## src/rtl/note_history_buffer_pkg.sv

```systemverilog
// Shared widths and types for the note history path.
// NOTE_W/SONG_W match note_display; HIST_LEN is the number of displayed notes.
package note_history_buffer_pkg;

  localparam int unsigned NOTE_W   = 6;
  localparam int unsigned SONG_W   = 2;
  localparam int unsigned HIST_LEN = 3;

  typedef logic [NOTE_W-1:0] note_t;
  typedef logic [SONG_W-1:0] song_t;

  localparam note_t NOTE_REST = '0;

  // A rest is only queued when rest skipping is disabled.
  function automatic logic is_queueable(input note_t n, input logic skip_rests);
    return !skip_rests || (n != NOTE_REST);
  endfunction

endpackage

```

## src/rtl/note_history_buffer_if.sv

```systemverilog
// Bus between the song player / video timing side and the note history buffer.
//   master : player side, drives note_in/note_valid/song_in/vsync, reads results
//   slave  : note_history_buffer, drives note_one..three, song, frame_tick,
//            overflow and pending
interface note_history_if #(
  parameter int unsigned FIFO_DEPTH = 4
);
  import note_history_buffer_pkg::*;

  note_t                       note_in;
  logic                        note_valid;
  song_t                       song_in;
  logic                        vsync;
  note_t                       note_one;
  note_t                       note_two;
  note_t                       note_three;
  song_t                       song;
  logic                        frame_tick;
  logic                        overflow;
  logic [$clog2(FIFO_DEPTH):0] pending;

  modport master (
    output note_in, note_valid, song_in, vsync,
    input  note_one, note_two, note_three, song, frame_tick, overflow, pending
  );

  modport slave (
    input  note_in, note_valid, song_in, vsync,
    output note_one, note_two, note_three, song, frame_tick, overflow, pending
  );

endinterface

```

## src/rtl/note_history_buffer_fifo.sv

```systemverilog
// note_fifo: synchronous FIFO with separate occupancy counter.
//   clear : flush (wins over push/pop)
//   push  : write din at tail; ignored when full unless a pop happens too
//   pop   : advance head; ignored when empty (judged on pre-push state)
//   dout  : current head, full/empty/count from registered occupancy
// DEPTH must be a power of two, at least 2.
module note_fifo #(
  parameter int unsigned WIDTH = 6,
  parameter int unsigned DEPTH = 4
) (
  input  logic                     clk,
  input  logic                     reset,
  input  logic                     clear,
  input  logic                     push,
  input  logic                     pop,
  input  logic [WIDTH-1:0]         din,
  output logic [WIDTH-1:0]         dout,
  output logic                     full,
  output logic                     empty,
  output logic [$clog2(DEPTH):0]   count
);
  localparam int unsigned PW = $clog2(DEPTH);
  localparam int unsigned CW = PW + 1;

  logic [WIDTH-1:0] mem_q [DEPTH];
  logic [WIDTH-1:0] mem_d [DEPTH];
  logic [PW-1:0]    wr_ptr_q, wr_ptr_d;
  logic [PW-1:0]    rd_ptr_q, rd_ptr_d;
  logic [CW-1:0]    count_q, count_d;
  logic             do_push, do_pop;

  assign full  = (count_q == CW'(DEPTH));
  assign empty = (count_q == '0);
  assign count = count_q;
  assign dout  = mem_q[rd_ptr_q];

  assign do_pop  = pop && !empty;
  assign do_push = push && (!full || do_pop);

  always_comb begin
    mem_d    = mem_q;
    wr_ptr_d = wr_ptr_q;
    rd_ptr_d = rd_ptr_q;
    count_d  = count_q;
    if (clear) begin
      wr_ptr_d = '0;
      rd_ptr_d = '0;
      count_d  = '0;
    end else begin
      if (do_push) begin
        mem_d[wr_ptr_q] = din;
        wr_ptr_d        = wr_ptr_q + 1'b1;
      end
      if (do_pop) rd_ptr_d = rd_ptr_q + 1'b1;
      case ({do_push, do_pop})
        2'b10:   count_d = count_q + 1'b1;
        2'b01:   count_d = count_q - 1'b1;
        default: count_d = count_q;
      endcase
    end
  end

  always_ff @(posedge clk) begin
    if (reset) begin
      wr_ptr_q <= '0;
      rd_ptr_q <= '0;
      count_q  <= '0;
    end else begin
      wr_ptr_q <= wr_ptr_d;
      rd_ptr_q <= rd_ptr_d;
      count_q  <= count_d;
    end
    mem_q <= mem_d;
  end

endmodule

```

## src/rtl/note_history_buffer.sv

```systemverilog
// note_history_buffer: queues player note codes and shifts at most one per
// video frame into a three-deep display history for note_display.
//   clk, reset : system clock, synchronous active-high reset
//   bus.slave  : note_in/note_valid/song_in/vsync in;
//                note_one/two/three, song, frame_tick, overflow, pending out
// A frame boundary is the cycle where the registered vsync is 1 and vsync is 0.
// A song change flushes queue and history and clears overflow.
module note_history_buffer
  import note_history_buffer_pkg::*;
#(
  parameter int unsigned FIFO_DEPTH = 4,
  parameter bit          SKIP_RESTS = 1'b1
) (
  input  logic          clk,
  input  logic          reset,
  note_history_if.slave bus
);

  logic  vsync_q, vsync_d;
  song_t song_in_q, song_in_d;
  song_t song_q, song_d;
  logic  frame_tick_q, frame_tick_d;
  logic  overflow_q, overflow_d;
  note_t hist_q [HIST_LEN];
  note_t hist_d [HIST_LEN];

  logic  boundary, song_change, push_req, pop_fire, drop;
  note_t fifo_dout;
  logic  fifo_full, fifo_empty;
  logic [$clog2(FIFO_DEPTH):0] fifo_count;

  assign boundary    = vsync_q && !bus.vsync;
  assign song_change = (bus.song_in != song_in_q);
  assign push_req    = bus.note_valid && is_queueable(bus.note_in, SKIP_RESTS) && !song_change;
  // Emptiness is the pre-push state, so a same-cycle push into an empty queue is not popped.
  assign pop_fire    = boundary && !fifo_empty && !song_change;
  assign drop        = push_req && fifo_full && !pop_fire;

  note_fifo #(
    .WIDTH (NOTE_W),
    .DEPTH (FIFO_DEPTH)
  ) u_fifo (
    .clk   (clk),
    .reset (reset),
    .clear (song_change),
    .push  (push_req),
    .pop   (pop_fire),
    .din   (bus.note_in),
    .dout  (fifo_dout),
    .full  (fifo_full),
    .empty (fifo_empty),
    .count (fifo_count)
  );

  always_comb begin
    vsync_d      = bus.vsync;
    song_in_d    = bus.song_in;
    frame_tick_d = boundary;
    song_d       = boundary ? bus.song_in : song_q;
    overflow_d   = overflow_q;
    hist_d       = hist_q;
    if (song_change) begin
      hist_d     = '{default: '0};
      overflow_d = 1'b0;
    end else begin
      if (pop_fire) begin
        for (int unsigned i = HIST_LEN - 1; i > 0; i--) hist_d[i] = hist_q[i-1];
        hist_d[0] = fifo_dout;
      end
      if (drop) overflow_d = 1'b1;
    end
  end

  always_ff @(posedge clk) begin
    if (reset) begin
      vsync_q      <= 1'b1;
      song_in_q    <= '0;
      song_q       <= '0;
      frame_tick_q <= 1'b0;
      overflow_q   <= 1'b0;
      hist_q       <= '{default: '0};
    end else begin
      vsync_q      <= vsync_d;
      song_in_q    <= song_in_d;
      song_q       <= song_d;
      frame_tick_q <= frame_tick_d;
      overflow_q   <= overflow_d;
      hist_q       <= hist_d;
    end
  end

  assign bus.note_one   = hist_q[0];
  assign bus.note_two   = hist_q[1];
  assign bus.note_three = hist_q[2];
  assign bus.song       = song_q;
  assign bus.frame_tick = frame_tick_q;
  assign bus.overflow   = overflow_q;
  assign bus.pending    = fifo_count;

endmodule

```

## src/flat_wrapper.sv

```systemverilog
// flat-port wrapper written by rule: the top's interface ports become plain ports
module note_history_buffer_flat import note_history_buffer_pkg::*;
#(
  parameter int unsigned FIFO_DEPTH = 4,
  parameter bit          SKIP_RESTS = 1'b1
)
  (clk, reset, bus_note_in, bus_note_valid, bus_song_in, bus_vsync, bus_note_one, bus_note_two, bus_note_three, bus_song, bus_frame_tick, bus_overflow, bus_pending);
  note_history_if #(.FIFO_DEPTH(FIFO_DEPTH)) bus_i ();
  input  logic clk;
  input  logic reset;
  input wire logic [$bits(bus_i.note_in)-1:0] bus_note_in;
  input wire logic [$bits(bus_i.note_valid)-1:0] bus_note_valid;
  input wire logic [$bits(bus_i.song_in)-1:0] bus_song_in;
  input wire logic [$bits(bus_i.vsync)-1:0] bus_vsync;
  output wire logic [$bits(bus_i.note_one)-1:0] bus_note_one;
  output wire logic [$bits(bus_i.note_two)-1:0] bus_note_two;
  output wire logic [$bits(bus_i.note_three)-1:0] bus_note_three;
  output wire logic [$bits(bus_i.song)-1:0] bus_song;
  output wire logic [$bits(bus_i.frame_tick)-1:0] bus_frame_tick;
  output wire logic [$bits(bus_i.overflow)-1:0] bus_overflow;
  output wire logic [$bits(bus_i.pending)-1:0] bus_pending;
  assign bus_i.note_in = bus_note_in;
  assign bus_i.note_valid = bus_note_valid;
  assign bus_i.song_in = bus_song_in;
  assign bus_i.vsync = bus_vsync;
  assign bus_note_one = bus_i.note_one;
  assign bus_note_two = bus_i.note_two;
  assign bus_note_three = bus_i.note_three;
  assign bus_song = bus_i.song;
  assign bus_frame_tick = bus_i.frame_tick;
  assign bus_overflow = bus_i.overflow;
  assign bus_pending = bus_i.pending;
  note_history_buffer #(.FIFO_DEPTH(FIFO_DEPTH), .SKIP_RESTS(SKIP_RESTS)) u_core (.clk(clk), .reset(reset), .bus(bus_i));
endmodule
```

## config.mk

```make
export PLATFORM = sky130hd
export DESIGN_NAME = note_history_buffer_flat
export DESIGN_NICKNAME = d
export VERILOG_FILES = /design/src/rtl/note_history_buffer_pkg.sv /design/src/rtl/note_history_buffer_if.sv /design/src/rtl/note_history_buffer_fifo.sv /design/src/rtl/note_history_buffer.sv /design/src/flat_wrapper.sv
export SDC_FILE = /design/constraint.sdc
export NUM_CORES = 1
export LEC_CHECK = 0
export ABC_AREA = 1
export BUFFER_PORTS_ARGS = -buffer_cell sky130_fd_sc_hd__buf_2
export CAP_MARGIN = 20
export CELL_PAD_IN_SITES_DETAIL_PLACEMENT = 1
export CELL_PAD_IN_SITES_GLOBAL_PLACEMENT = 2
export CORE_MARGIN = 2
export CORE_UTILIZATION = 35
export DETAILED_ROUTE_END_ITERATION = 8
export PLACE_DENSITY_LB_ADDON = 0.15
export REMOVE_ABC_BUFFERS = 1
export SETUP_SLACK_MARGIN = 0.05
export SYNTH_ARGS = -nofsm -noshare
export SYNTH_HDL_FRONTEND = slang
export SYNTH_SLANG_ARGS = --single-unit
export TNS_END_PERCENT = 1
```

## constraint.sdc

```tcl
create_clock -name clk -period 1.9 [get_ports clk]
set_input_delay 0.285 -clock clk [delete_from_list [all_inputs] [get_ports clk]]
set_output_delay 0.285 -clock clk [all_outputs]
set_load 0.01 [all_outputs]
```

==> results.sh <==
export IMPL_status="finished, final reports clean"
export IMPL_synthesis_area_mm2=0.002346
export IMPL_power_mw=2.042
export IMPL_num_io_pins=37
export IMPL_crit_top_cell="inv_1"
export IMPL_finalSetupViolations=0
export IMPL_synth_cells=233
export IMPL_hold_slack_ns=0.1587
export IMPL_hold_class="in -> reg"
export IMPL_final_cell_mix="nor2_1 (39), buf_2 (36), dfxtp_1 (27)"
export IMPL_clockPowerShare_pct=31.7
export IMPL_viasPerCell=4.669
export IMPL_numCtsBuffers=5
export IMPL_endpoint="u_core.u_fifo.count[2]$_SDFFE_PP0P_"
export IMPL_finalSetupTns_ns=0
export IMPL_core_mm2=0.006422
export IMPL_die_x_um=85.87
export IMPL_cp_depth=10
export IMPL_drt_first_iter_violations=51
export IMPL_skew_ns=0.004985
export IMPL_rsz0062_at_grt="true"
export IMPL_ys_top_cells_by_area="edfxtp_1 (31%), dfxtp_1 (27%), nor2_1 (6.2%), inv_1 (3.7%), o21ai_0 (3.6%)"
export IMPL_slowest_delay_ns=0.36
export IMPL_hold_buffers=0
export IMPL_die_area_mm2=0.007374
export IMPL_cts_tree="built"
export IMPL_swShare_pct=23.13
export IMPL_antenna_found_initial=0
export IMPL_yosysWarningCount=0
export IMPL_critPathLaunch="u_core.u_fifo.count[2]$_SDFFE_PP0P_"
export IMPL_cp_slowest_cell="dfxtp_2"
export IMPL_period_minus_slack_ns=1.712
export IMPL_worstPathArrival_ns=1.93
export IMPL_path_class="reg -> reg"
export IMPL_p_leak_nw=1.103
export IMPL_r2r_cells=10
export IMPL_diodes=0
export IMPL_period_share_pct=90.08
export IMPL_clock_path_buffers=2
export IMPL_finalHoldViolations=0
export IMPL_worst_slack_ns=0.1884
export IMPL_overflow=0
export IMPL_slew_viol_final=0
export IMPL_nets=295
export IMPL_gp_congestion=0.7783
export IMPL_grt_pass1_vias=1683
export IMPL_r2r_end="u_core.u_fifo.count[2]$_SDFFE_PP0P_"
export IMPL_dp_slack_ns=0.06999
export IMPL_r2r_start="u_core.u_fifo.count[2]$_SDFFE_PP0P_"
export IMPL_synth_top_area_share_pct=30.72
export IMPL_power_frac_comb_pct=5.8
export IMPL_vias=1662
export IMPL_path_buf_inv=3
export IMPL_tightest_slew_ns=0.3755
export IMPL_ys_async_sr_fraction_pct=0
export IMPL_port_buffer_count=36
export IMPL_synth_seq_cells=56
export IMPL_cp_max_fo=3
export IMPL_dpl_hpwl_mm=3.516
export IMPL_fmax_mhz=584.3
export IMPL_grt_pass1_wl_mm=8.135
export IMPL_drc=0
export IMPL_h_tree_depth=2
export IMPL_maxCapViolCount=0
export IMPL_die_height_um=85.87
export IMPL_cp_start_kind="flip-flop"
export IMPL_p_seq_share_pct=62.5
export IMPL_clk_pin_slew_ns=0.10
export IMPL_synth_top_area_cell="edfxtp_1"
export IMPL_drive_above_1_share_pct=31.90
export IMPL_r2r_slack_ns=0.19
export IMPL_pwr_density_cell_mw_per_mm2=752.7
export IMPL_dp_cells=347
export IMPL_cp_top_family="flip-flops"
export IMPL_synth_edf_count=24
export IMPL_critPathRequiredTime_ns=2.11
export IMPL_yosysUniqueCellTypes=30
export IMPL_clkSinkCount=56
export IMPL_area_growth_pct=15.63
export IMPL_initial_core_util_pct=36.53
export IMPL_crit_path_cell_trace="inv_1, a21oi_4, nand2_4, inv_4, nand2_2, fa_2, inv_1, nand4_1, a21oi_2, nor2_1"
export IMPL_std_cell_rows=29
export IMPL_ir_worst_vdd_v=0.0003621
export IMPL_postRouteAntennaNets=0
export IMPL_drt_total_wl_mm=4.742
export IMPL_grt_max_degree=25
export IMPL_p_switching_mw=0.4722
export IMPL_final_common_cell="nor2_1"
export IMPL_clock_latency_ns=0.31
export IMPL_synth_avg_cell_area_um2=10.07
export IMPL_drt_pass1_iter_count=8
export IMPL_slew_headroom_pct=74.94
export IMPL_instances_no_fill=356
export IMPL_routedWlPerCell_um=13.32
export IMPL_grt_total_usage_pct=14.04
export IMPL_root_buffer="clkbuf_8"
export IMPL_fillCellCount=753
export IMPL_power_report_internal_total_mw=1.570
export IMPL_min_path_cells=2
export IMPL_ys_flop_type="dfxtp_1"
export IMPL_yosysSeqAreaShare_pct=58.03
export IMPL_end_kind="flip-flop"
-- cell type report --
cell class                 instances  area (um^2)  area share, %
sequential                        56         1368          50.42
multi-input combinational        142        805.8          29.70
timing repair buffer              45        247.7          9.133
inverter                          28        108.9          4.013
tap                               77        96.34          3.552
clock buffer                       5        68.82          2.537
clock inverter                     3        17.52         0.6458
-- per-layer routing --
layer	vias to the layer above	global-route usage (%)	share of wire, %
li1	864	-	-
met4	0	6.061	1.5
met2	29	21.85	45
met1	764	18.76	50
met3	5	3.176	3.2
met5	-	0	0
-- cells by family (layout without fill, tap and decap cells) --
group | after synthesis | count (layout) | synth area share, %
AND/OR/NAND/NOR | 73 | 73 | 13.65
AO/OA/AOI/OAI | 63 | 63 | 17.07
flip-flops | 56 | 56 | 58.03
buffers and inverters | 35 | 81 | 7.893
adder cells (fa/ha/maj) | 5 | 5 | 2.987
XOR/XNOR | 1 | 1 | 0.3734
-- registers in the layout, indices dropped and copies added, names as in the netlist --
signal                  flops
u_core.bus.note_one         6
u_core.bus.note_three       6
u_core.u_fifo.mem_q        24
u_core.u_fifo.wr_ptr_q      2
u_core.bus.overflow         1
u_core.u_fifo.count         3
u_core.bus.frame_tick       1
u_core.song_in_q            2
u_core.u_fifo.rd_ptr_q      2
u_core.bus.note_two         6
u_core.bus.song             2
u_core.vsync_q              1
-- synth_stat cells, types with 2 or more instances --
cell type and instances:
nand2_2 5, nand2_1 19, nand2_4 2, a31oi_1 5
ha_1 4, edfxtp_1 24, dfxtp_1 32, a21oi_1 13
o21ai_1 11, a31oi_2 2, o21ai_2 7, inv_2 2
nand3_1 5, inv_1 23, nor2_1 39, o21ai_0 17
buf_12 2, a21oi_2 7, buf_2 2, buf_6 2
-- power by group through the flow --
stage / Sequential, mW / Clock, mW / Combinational (mW)
2_1_floorplan: 1.31 / 0 / 0.0668
3_3_place_gp: 1.30 / 0 / 0.116
3_5_place_dp: 1.30 / 0 / 0.117
4_1_cts: 1.28 / 0.676 / 0.117
5_1_grt: 1.28 / 0.723 / 0.138
6_report: 1.28 / 0.648 / 0.118
-- worst min path at each step --
stage | to | start
6_report | u_core.song_in_q[1]$_SDFF_PP0_ | reset
5_1_grt | u_core.song_in_q[1]$_SDFF_PP0_ | reset
2_1_floorplan | u_core.song_in_q[0]$_SDFF_PP0_ | reset
4_1_cts | u_core.song_in_q[1]$_SDFF_PP0_ | reset
3_5_place_dp | u_core.bus.note_three[4]$_SDFFE_PP0N_ | u_core.bus.note_two[4]$_SDFFE_PP0N_
3_3_place_gp | u_core.bus.overflow$_SDFFE_PP0P_ | u_core.bus.overflow$_SDFFE_PP0P_
-- stage by stage --
step	instance area, um^2	utilization (%)
floorplan	2270	-
global placement	2606	40.58
detailed placement	2606	40.58
CTS	2693	41.92
global route	2713	42.24
finish	2713	42.24
-- what timing repair did --
item,4_1_cts,5_1_grt
endpoints found under the setup margin,0,25
gates resized for setup,0,7
setup buffers,0,1
Note: power is estimated with default switching activity, not from simulation.
